`src/rtl/ffsr_bank.sv`:
```
// Bank of WIDTH clocked SR flip-flops with shared synchronous clear and enable,
// edge pulses, a sticky collision flag and a saturating change counter.
module ffsr_bank #(
  parameter int              WIDTH = 4,
  parameter int              MODE  = 0,
  parameter logic [WIDTH-1:0] INIT = '0,
  parameter int              CNT_W = 8
) (
  input  logic             clock,
  input  logic             clear,
  input  logic             en,
  input  logic [WIDTH-1:0] s,
  input  logic [WIDTH-1:0] r,
  output logic [WIDTH-1:0] q,
  output logic [WIDTH-1:0] q_rise,
  output logic [WIDTH-1:0] q_fall,
  output logic             collision,
  output logic [CNT_W-1:0] change_count
);

  localparam logic [CNT_W-1:0] CNT_ONE = 1;
  localparam logic [CNT_W-1:0] CNT_MAX = '1;

  logic [WIDTH-1:0] q_nxt;
  logic             sr_both;

  // S=R=1 resolution is fixed by MODE at elaboration time.
  always_comb begin
    q_nxt = q;
    if (en) begin
      for (int i = 0; i < WIDTH; i++) begin
        if (s[i] && r[i]) begin
          if (MODE == 1)      q_nxt[i] = 1'b1;
          else if (MODE == 2) q_nxt[i] = 1'b0;
          else if (MODE == 3) q_nxt[i] = ~q[i];
          else                q_nxt[i] = q[i];
        end else if (s[i]) begin
          q_nxt[i] = 1'b1;
        end else if (r[i]) begin
          q_nxt[i] = 1'b0;
        end
      end
    end
  end

  assign sr_both = en && (|(s & r));

  always_ff @(posedge clock) begin
    if (clear) begin
      q            <= INIT;
      q_rise       <= '0;
      q_fall       <= '0;
      collision    <= 1'b0;
      change_count <= '0;
    end else begin
      q      <= q_nxt;
      q_rise <= q_nxt & ~q;
      q_fall <= ~q_nxt & q;
      if (sr_both) collision <= 1'b1;
      if ((q_nxt != q) && (change_count != CNT_MAX))
        change_count <= change_count + CNT_ONE;
    end
  end

endmodule

```
`config.mk`:
```
export PLATFORM = sky130hd
export DESIGN_NAME = ffsr_bank
export DESIGN_NICKNAME = d
export VERILOG_FILES = /design/src/rtl/ffsr_bank.sv
export SDC_FILE = /design/constraint.sdc
export NUM_CORES = 1
export LEC_CHECK = 0
export BUFFER_PORTS_ARGS = -buffer_cell sky130_fd_sc_hd__buf_2
export CAP_MARGIN = 20
export CELL_PAD_IN_SITES_DETAIL_PLACEMENT = 1
export CELL_PAD_IN_SITES_GLOBAL_PLACEMENT = 1
export CORE_MARGIN = 5
export CORE_UTILIZATION = 25
export DETAILED_ROUTE_END_ITERATION = 12
export PLACE_DENSITY = 0.67
export SETUP_SLACK_MARGIN = 0.4
export SLEW_MARGIN = 10
export SYNTH_ARGS = -nofsm -noshare
export SYNTH_HDL_FRONTEND = slang
export SYNTH_SLANG_ARGS = --single-unit
export TNS_END_PERCENT = 5
```
`constraint.sdc`:
```
create_clock -name clock -period 2.1 [get_ports clock]
set_input_delay 0.63 -clock clock [delete_from_list [all_inputs] [get_ports clock]]
set_output_delay 0.63 -clock clock [all_outputs]
set_load 0.1 [all_outputs]
```
==> flow_metrics.env, run 1 <==
export IMPL_status="finished clean"
export IMPL_yosys_most_used_dff="dfxtp_1"
export IMPL_die_height_um=72.2
export IMPL_clock_sinks=21
export IMPL_hold_class="register to register"
export IMPL_critPathTopFamily="compound AO/OA/AOI/OAI gates"
export IMPL_finalNetCount=163
export IMPL_dp_hpwl_mm=1.87
export IMPL_synth_fp_nets=121
export IMPL_ir_worst_vdd_v=0.000277
export IMPL_rr_worst_depth=8
export IMPL_drv_cap=0
export IMPL_drc=0
export IMPL_layout_common_cells="27 x buf_2, 13 x nor2_1, 12 x dfxtp_1, 10 x buf_4"
export IMPL_routed_wl_mm=2.59
export IMPL_fin_area_sq_um=1440
export IMPL_finalNonFillerCells=190
export IMPL_synth_top_area_share_pct=43.4
export IMPL_hold_end="collision"
export IMPL_tightest_slew_ns=0.491
export IMPL_synthesis_area_sq_um=968
export IMPL_dp_cells=182
export IMPL_ant_nets=0
export IMPL_fill_cells=438
export IMPL_period_share_pct=88.3
export IMPL_slowest_delay_ns=0.27
export IMPL_grt_pass1_wl_mm=4.07
export IMPL_gp_congestion=0.841
export IMPL_drive_gt1_share_pct=51.4
export IMPL_port_buffers=31
export IMPL_placed_cell_area_sq_um=1310
export IMPL_busiest_layer="met2"
export IMPL_dp_slack_ns=-0.104
export IMPL_start_util_pct=26.1
export IMPL_end_kind="register"
export IMPL_min_path_cells=2
export IMPL_rsz0062_at_grt="yes"
export IMPL_startpoint_type="input port"
export IMPL_antennaDiodeCount=0
export IMPL_first_global_vias=891
export IMPL_power_density_nw_per_um2=816
export IMPL_routedWlPerCell_um=13.6
export IMPL_ys_seq_elements=21
export IMPL_cp_num_buf_inv=2
export IMPL_tritoncts="done"
export IMPL_yosysSeqAreaShare_pct=43.4
export IMPL_yosys_top_cells_area="dfxtp_1 43%, ha_1 12%, nor2b_1 5.2%"
export IMPL_dr_pass1_iters=4
export IMPL_synth_edf_count=0
export IMPL_fmax_mhz=539
export IMPL_cts_root_buf="clkbuf_8"
export IMPL_num_rows=22
export IMPL_report_final_slew_viol_count=0
export IMPL_holdCritStartpoint="collision"
export IMPL_post_route_min_period_ns=1.85
export IMPL_grtUsageMet3_pct=0.970
export IMPL_antenna_found_initial=0
export IMPL_syn2layout_area_growth_pct=48.2
export IMPL_syn_instance_count=101
export IMPL_synth_warnings=0
export IMPL_cts_path_max_buffers=2
export IMPL_yosysTopAreaCell="dfxtp_1"
export IMPL_gr_total_overflow=0
export IMPL_slew_headroom_pct=67.5
export IMPL_cts_htree_levels=1
export IMPL_clock_latency_ns=0.26
export IMPL_ctsHoldBuffers=0
export IMPL_skew_ns=0.00461
export IMPL_crit_path_cell_trace="buf_2 > o21ai_1 > o21a_1 > inv_2 > ha_4 > nand4_4 > o211ai_1 > xor2_1 > nor2_1"
export IMPL_globalRouteTotalUtil_pct=9.78
export IMPL_cts_clk_slew_worst_paths_ns=0.08
export IMPL_grt_util_met1_pct=11.4
export IMPL_grt_max_degree=22
export IMPL_final_common_cell="buf_2"
export IMPL_ios=32
export IMPL_synthDistinctLibCells=26
export IMPL_cp_arrival_ns=2.00
export IMPL_r2r_start="q[2]"
export IMPL_vias_per_cell=4.41
export IMPL_die_width_um=72.2
export IMPL_vias=838
export IMPL_ys_async_sr_fraction_pct=0
export IMPL_path_class="input port to register"
export IMPL_utilization_pct=38.6
export IMPL_drtIter0Drc=21
export IMPL_leakagePower_uw=0.000639
export IMPL_grtUsageMet2_pct=17.6
export IMPL_avgSynthCellArea_sq_um=9.59
export IMPL_crit_slowest_cell="ha_4"
export IMPL_numCtsBuffers=3
export IMPL_setup_viol_count_final=0
export IMPL_fin_tns_setup_ns=0
export IMPL_core_area_sq_um=3720
export IMPL_reg2reg_to="change_count[2]"
export IMPL_die_area_sq_um=5220
export IMPL_required_ns=2.25
export IMPL_r2r_slack_ns=0.43
export IMPL_final_hold_viol_count=0
export IMPL_finalWorstSetupSlack_ns=0.245
export IMPL_crit_fanout=7
## logic make-up (layout without fill, tap and decap cells)
kind of cell / after synthesis / after routing / synth area share (%)
xor+xnor: 5 / 5 / 4.52
simple gates: 31 / 31 / 19.4
fa+ha+maj: 9 / 9 / 11.6
mux: 2 / 2 / 2.07
flops: 21 / 21 / 43.4
buf+inv: 12 / 53 / 4.65
compound gates: 21 / 21 / 14.3
## what timing repair did
item	4_1_cts	5_1_grt
buffers inserted	3	1
hold endpoints to repair	0	0
gates resized for setup	5	10
setup endpoints to repair	17	19
pin swaps	3	10
## per-layer routing
metal,vias to the layer above,part of all wire (%)
li1,423,-
met2,14,54
met1,396,42
met3,5,2.6
met4,0,2.1
met5,-,0
## how the worst max path moves through the flow
stage / slack, ns / cells past startpoint / from / end
6_report: 0.25 / 9 / s[2] / change_count[2]
4_1_cts: 0.30 / 9 / s[3] / change_count[2]
3_5_place_dp: -0.10 / 10 / en / change_count[2]
3_3_place_gp: -0.05 / 10 / en / change_count[7]
2_1_floorplan: 0.26 / 8 / s[0] / change_count[7]
5_1_grt: 0.18 / 9 / s[3] / change_count[7]
## power breakdown
part           internal, uW  total [uW]  switching (uW)
registers               431         458            27.2
logic                   122         443             320
clock network           135         270             135
## cells in the mapped netlist (4+ instances only)
master and instances:
xor2_1 5, dfxtp_1 21, a21oi_1 5, nor2b_1 8, ha_1 9, inv_1 10
o21ai_0 4, nor2_1 13, o21a_1 4
## flip-flops by register name, indices dropped and copies added, names as in the netlist
register      count
q                 4
change_count      8
q_fall            4
collision         1
q_rise            4
## final cells by class
cell class              instances  area, sq um  area share [%]
multi-input cells              68          604            42.1
flip-flops and latches         21          434            30.3
repair buffers                 39          241            16.8
well taps                      48         60.1            4.18
inverters                      10         50.0            3.49
clock buffers                   4         45.0            3.14
## through the flow
stage | hold WS (ns) | power, uW
global placement | 0.457 | 876
detailed placement | 0.472 | 886
global route | 0.517 | 1230
CTS | 0.495 | 1170
floorplan | 0.702 | 799
finish | 0.482 | 1170
## worst register-to-register path: cells and delay by family (launching register included)
family	cells	cell delay [ns]
buffers and inverters	1	0.06
AO/OA/AOI/OAI	3	0.46
flip-flops	1	0.37
XOR/XNOR	1	0.18
adder cells (fa/ha/maj)	1	0.27
AND/OR/NAND/NOR	2	0.22
(Power assumes the default switching activity.)
==> run 2, diff against run 1 <==
CORE_MARGIN = 2   (was 5)
CORE_UTILIZATION = 36   (was 25)
PLACE_DENSITY = 0.87   (was 0.67)
==> run 2 against run 1 <==
Non-clock buffer count down 4. Die area down 40%. Critical path type unchanged. Sequential share of layout area up 1.7 points. Flip-flop and latch count unchanged. Routed wire length down 11%. Core utilization up 15 points. Combinational power down 4%. Sequential power about the same. First-iteration DRC count down 38%. Clock skew up 0.0054 ns. Highest routed layer unchanged. Worst hold slack better by 0.029 ns. Final area down 5.4%.
==> flow_metrics.env, run 2 (same netlist as run 1, synthesis figures left out) <==
export IMPL_status="finished clean"
export IMPL_cp_startpoint="en"
export IMPL_vias_per_cell=4.98
export IMPL_first_global_vias=873
export IMPL_grt_pass1_wl_mm=3.91
export IMPL_clock_latency_ns=0.32
export IMPL_drtIter0Drc=13
export IMPL_period_share_pct=83.6
export IMPL_dp_slack_ns=-0.133
export IMPL_drive_gt1_share_pct=48.6
export IMPL_gr_total_overflow=0
export IMPL_hold_end="collision"
export IMPL_cts_path_max_buffers=2
export IMPL_slew_headroom_pct=67.9
export IMPL_leakagePower_uw=0.000612
export IMPL_grt_max_degree=22
export IMPL_path_class="input port to register"
export IMPL_power_density_nw_per_um2=804
export IMPL_finalNetCount=159
export IMPL_finalNonFillerCells=168
export IMPL_rr_worst_depth=8
export IMPL_syn2layout_area_growth_pct=40.2
export IMPL_swShare_pct=43.6
export IMPL_dr_pass1_iters=4
export IMPL_start_util_pct=38.4
export IMPL_internal_power_uw=615
export IMPL_die_height_um=55.9
export IMPL_crit_path_cell_trace="buf_12 > inv_12 > o21ai_2 > o21a_1 > inv_2 > ha_4 > nand4_4 > nand3b_1 > mux2i_1 > nor2_1"
export IMPL_end_kind="register"
export IMPL_drc=0
export IMPL_ir_worst_vdd_v=0.000536
export IMPL_r2r_start="q[1]"
export IMPL_cts_clk_slew_worst_paths_ns=0.13
export IMPL_cts_htree_levels=1
export IMPL_r2r_slack_ns=0.44
export IMPL_dp_hpwl_mm=1.78
export IMPL_skew_ns=0.0100
export IMPL_seqPwrFrac_pct=42.0
export IMPL_antenna_found_initial=0
export IMPL_layout_common_cells="20 x buf_2, 13 x nor2_1, 12 x dfxtp_1, 9 x clkbuf_4"
export IMPL_port_buffers=31
export IMPL_vias=836
export IMPL_final_hold_viol_count=0
export IMPL_report_final_slew_viol_count=0
export IMPL_setup_viol_count_final=0
export IMPL_globalRouteTotalUtil_pct=16.2
export IMPL_fmax_mhz=570
export IMPL_holdCritStartpoint="collision"
export IMPL_num_rows=18
export IMPL_required_ns=2.30
export IMPL_largest_register="change_count"
export IMPL_core_area_sq_um=2520
export IMPL_gp_congestion=0.826
export IMPL_final_common_cell="buf_2"
export IMPL_crit_slowest_cell="ha_4"
export IMPL_die_area_sq_um=3120
export IMPL_die_width_um=55.9
export IMPL_min_path_cells=2
export IMPL_largest_reg_flops=8
export IMPL_routed_wl_mm=2.30
export IMPL_antennaDiodeCount=0
export IMPL_tritoncts="done"
export IMPL_cts_setup_buffers=0
export IMPL_tightest_slew_ns=0.485
export IMPL_slowest_delay_ns=0.27
export IMPL_p_switching_uw=476
export IMPL_numCtsBuffers=3
export IMPL_drv_cap=0
export IMPL_combPwrFrac_pct=39.1
export IMPL_post_route_min_period_ns=1.75
export IMPL_ios=32
export IMPL_finalWorstSetupSlack_ns=0.345
export IMPL_cp_arrival_ns=1.96
export IMPL_dp_cells=164
export IMPL_startpoint_type="input port"
export IMPL_cts_root_buf="clkbuf_4"
export IMPL_clock_sinks=21
export IMPL_routedWlPerCell_um=13.7
export IMPL_fin_hold_ws_ns=0.511
export IMPL_rsz0062_at_grt="yes"
export IMPL_reg2reg_to="change_count[7]"
export IMPL_ant_nets=0
export IMPL_p_clk_share_pct=18.9
export IMPL_crit_fanout=7
export IMPL_hold_class="register to register"
run 2: changes by cell type in the layout (fill, tap and decap cells not counted), sizes merged:
cell / previous run / this run
clkbuf: 4 / 9
clkinv: 0 / 1
buf: 39 / 29
run 2: through the flow:
stage	util [%]	power (uW)	area, sq um	setup TNS [ns]
2_1_floorplan	-	799	1070	0
3_3_place_gp	50.8	872	1280	-0.194
3_5_place_dp	50.8	885	1280	-0.762
4_1_cts	52.4	1100	1320	0
5_1_grt	53.8	1150	1360	0
6_report	53.8	1090	1360	0
run 2: worst max-delay path: cells and delay by family:
family | cells | cell delay (ns)
buffers and inverters | 3 | 0.19
AND/OR/NAND/NOR | 3 | 0.34
AO/OA/AOI/OAI | 2 | 0.31
multiplexers | 1 | 0.20
adder cells (fa/ha/maj) | 1 | 0.27
run 2: repair_timing:
action	CTS	global route
setup endpoints to repair	25	29
pin swaps	0	5
hold endpoints to repair	0	0
gates resized for setup	5	12
hold buffers	0	0
run 2: area by class of cell:
cell class                 instances  area [sq um]
timing repair buffer              35           225
fill                             305          1160
sequential                        21           434
tap                               30          37.5
clock inverter                     1          5.00
clock buffer                       3          22.5
multi-input combinational         68           583
inverter                          10          50.0
run 2: worst max path at each step:
stage / to / cells after the start / slack (ns)
3_3_place_gp: change_count[7] / 10 / -0.05
5_1_grt: change_count[1] / 10 / 0.26
4_1_cts: change_count[7] / 10 / 0.29
6_report: change_count[7] / 10 / 0.35
3_5_place_dp: change_count[7] / 10 / -0.13
2_1_floorplan: change_count[7] / 8 / 0.26
run 2: power groups by stage:
stage / combinational (uW) / clock (uW) / sequential [uW]
after global routing: 453 / 231 / 464
after global placement: 409 / 0 / 464
final: 427 / 207 / 458
after detailed placement: 418 / 0 / 467
after floorplan: 123 / 0 / 676
after CTS: 422 / 216 / 457
run 2: metal layers:
| layer | part of all wire (%) | track usage (%) | up-vias |
|---|---|---|---|
| met1 | 43 | 18.9 | 393 |
| li1 | - | - | 416 |
| met5 | 0 | 0 | - |
| met2 | 52 | 28.1 | 21 |
| met3 | 3.9 | 4.65 | 6 |
| met4 | 1.7 | 6.46 | 0 |
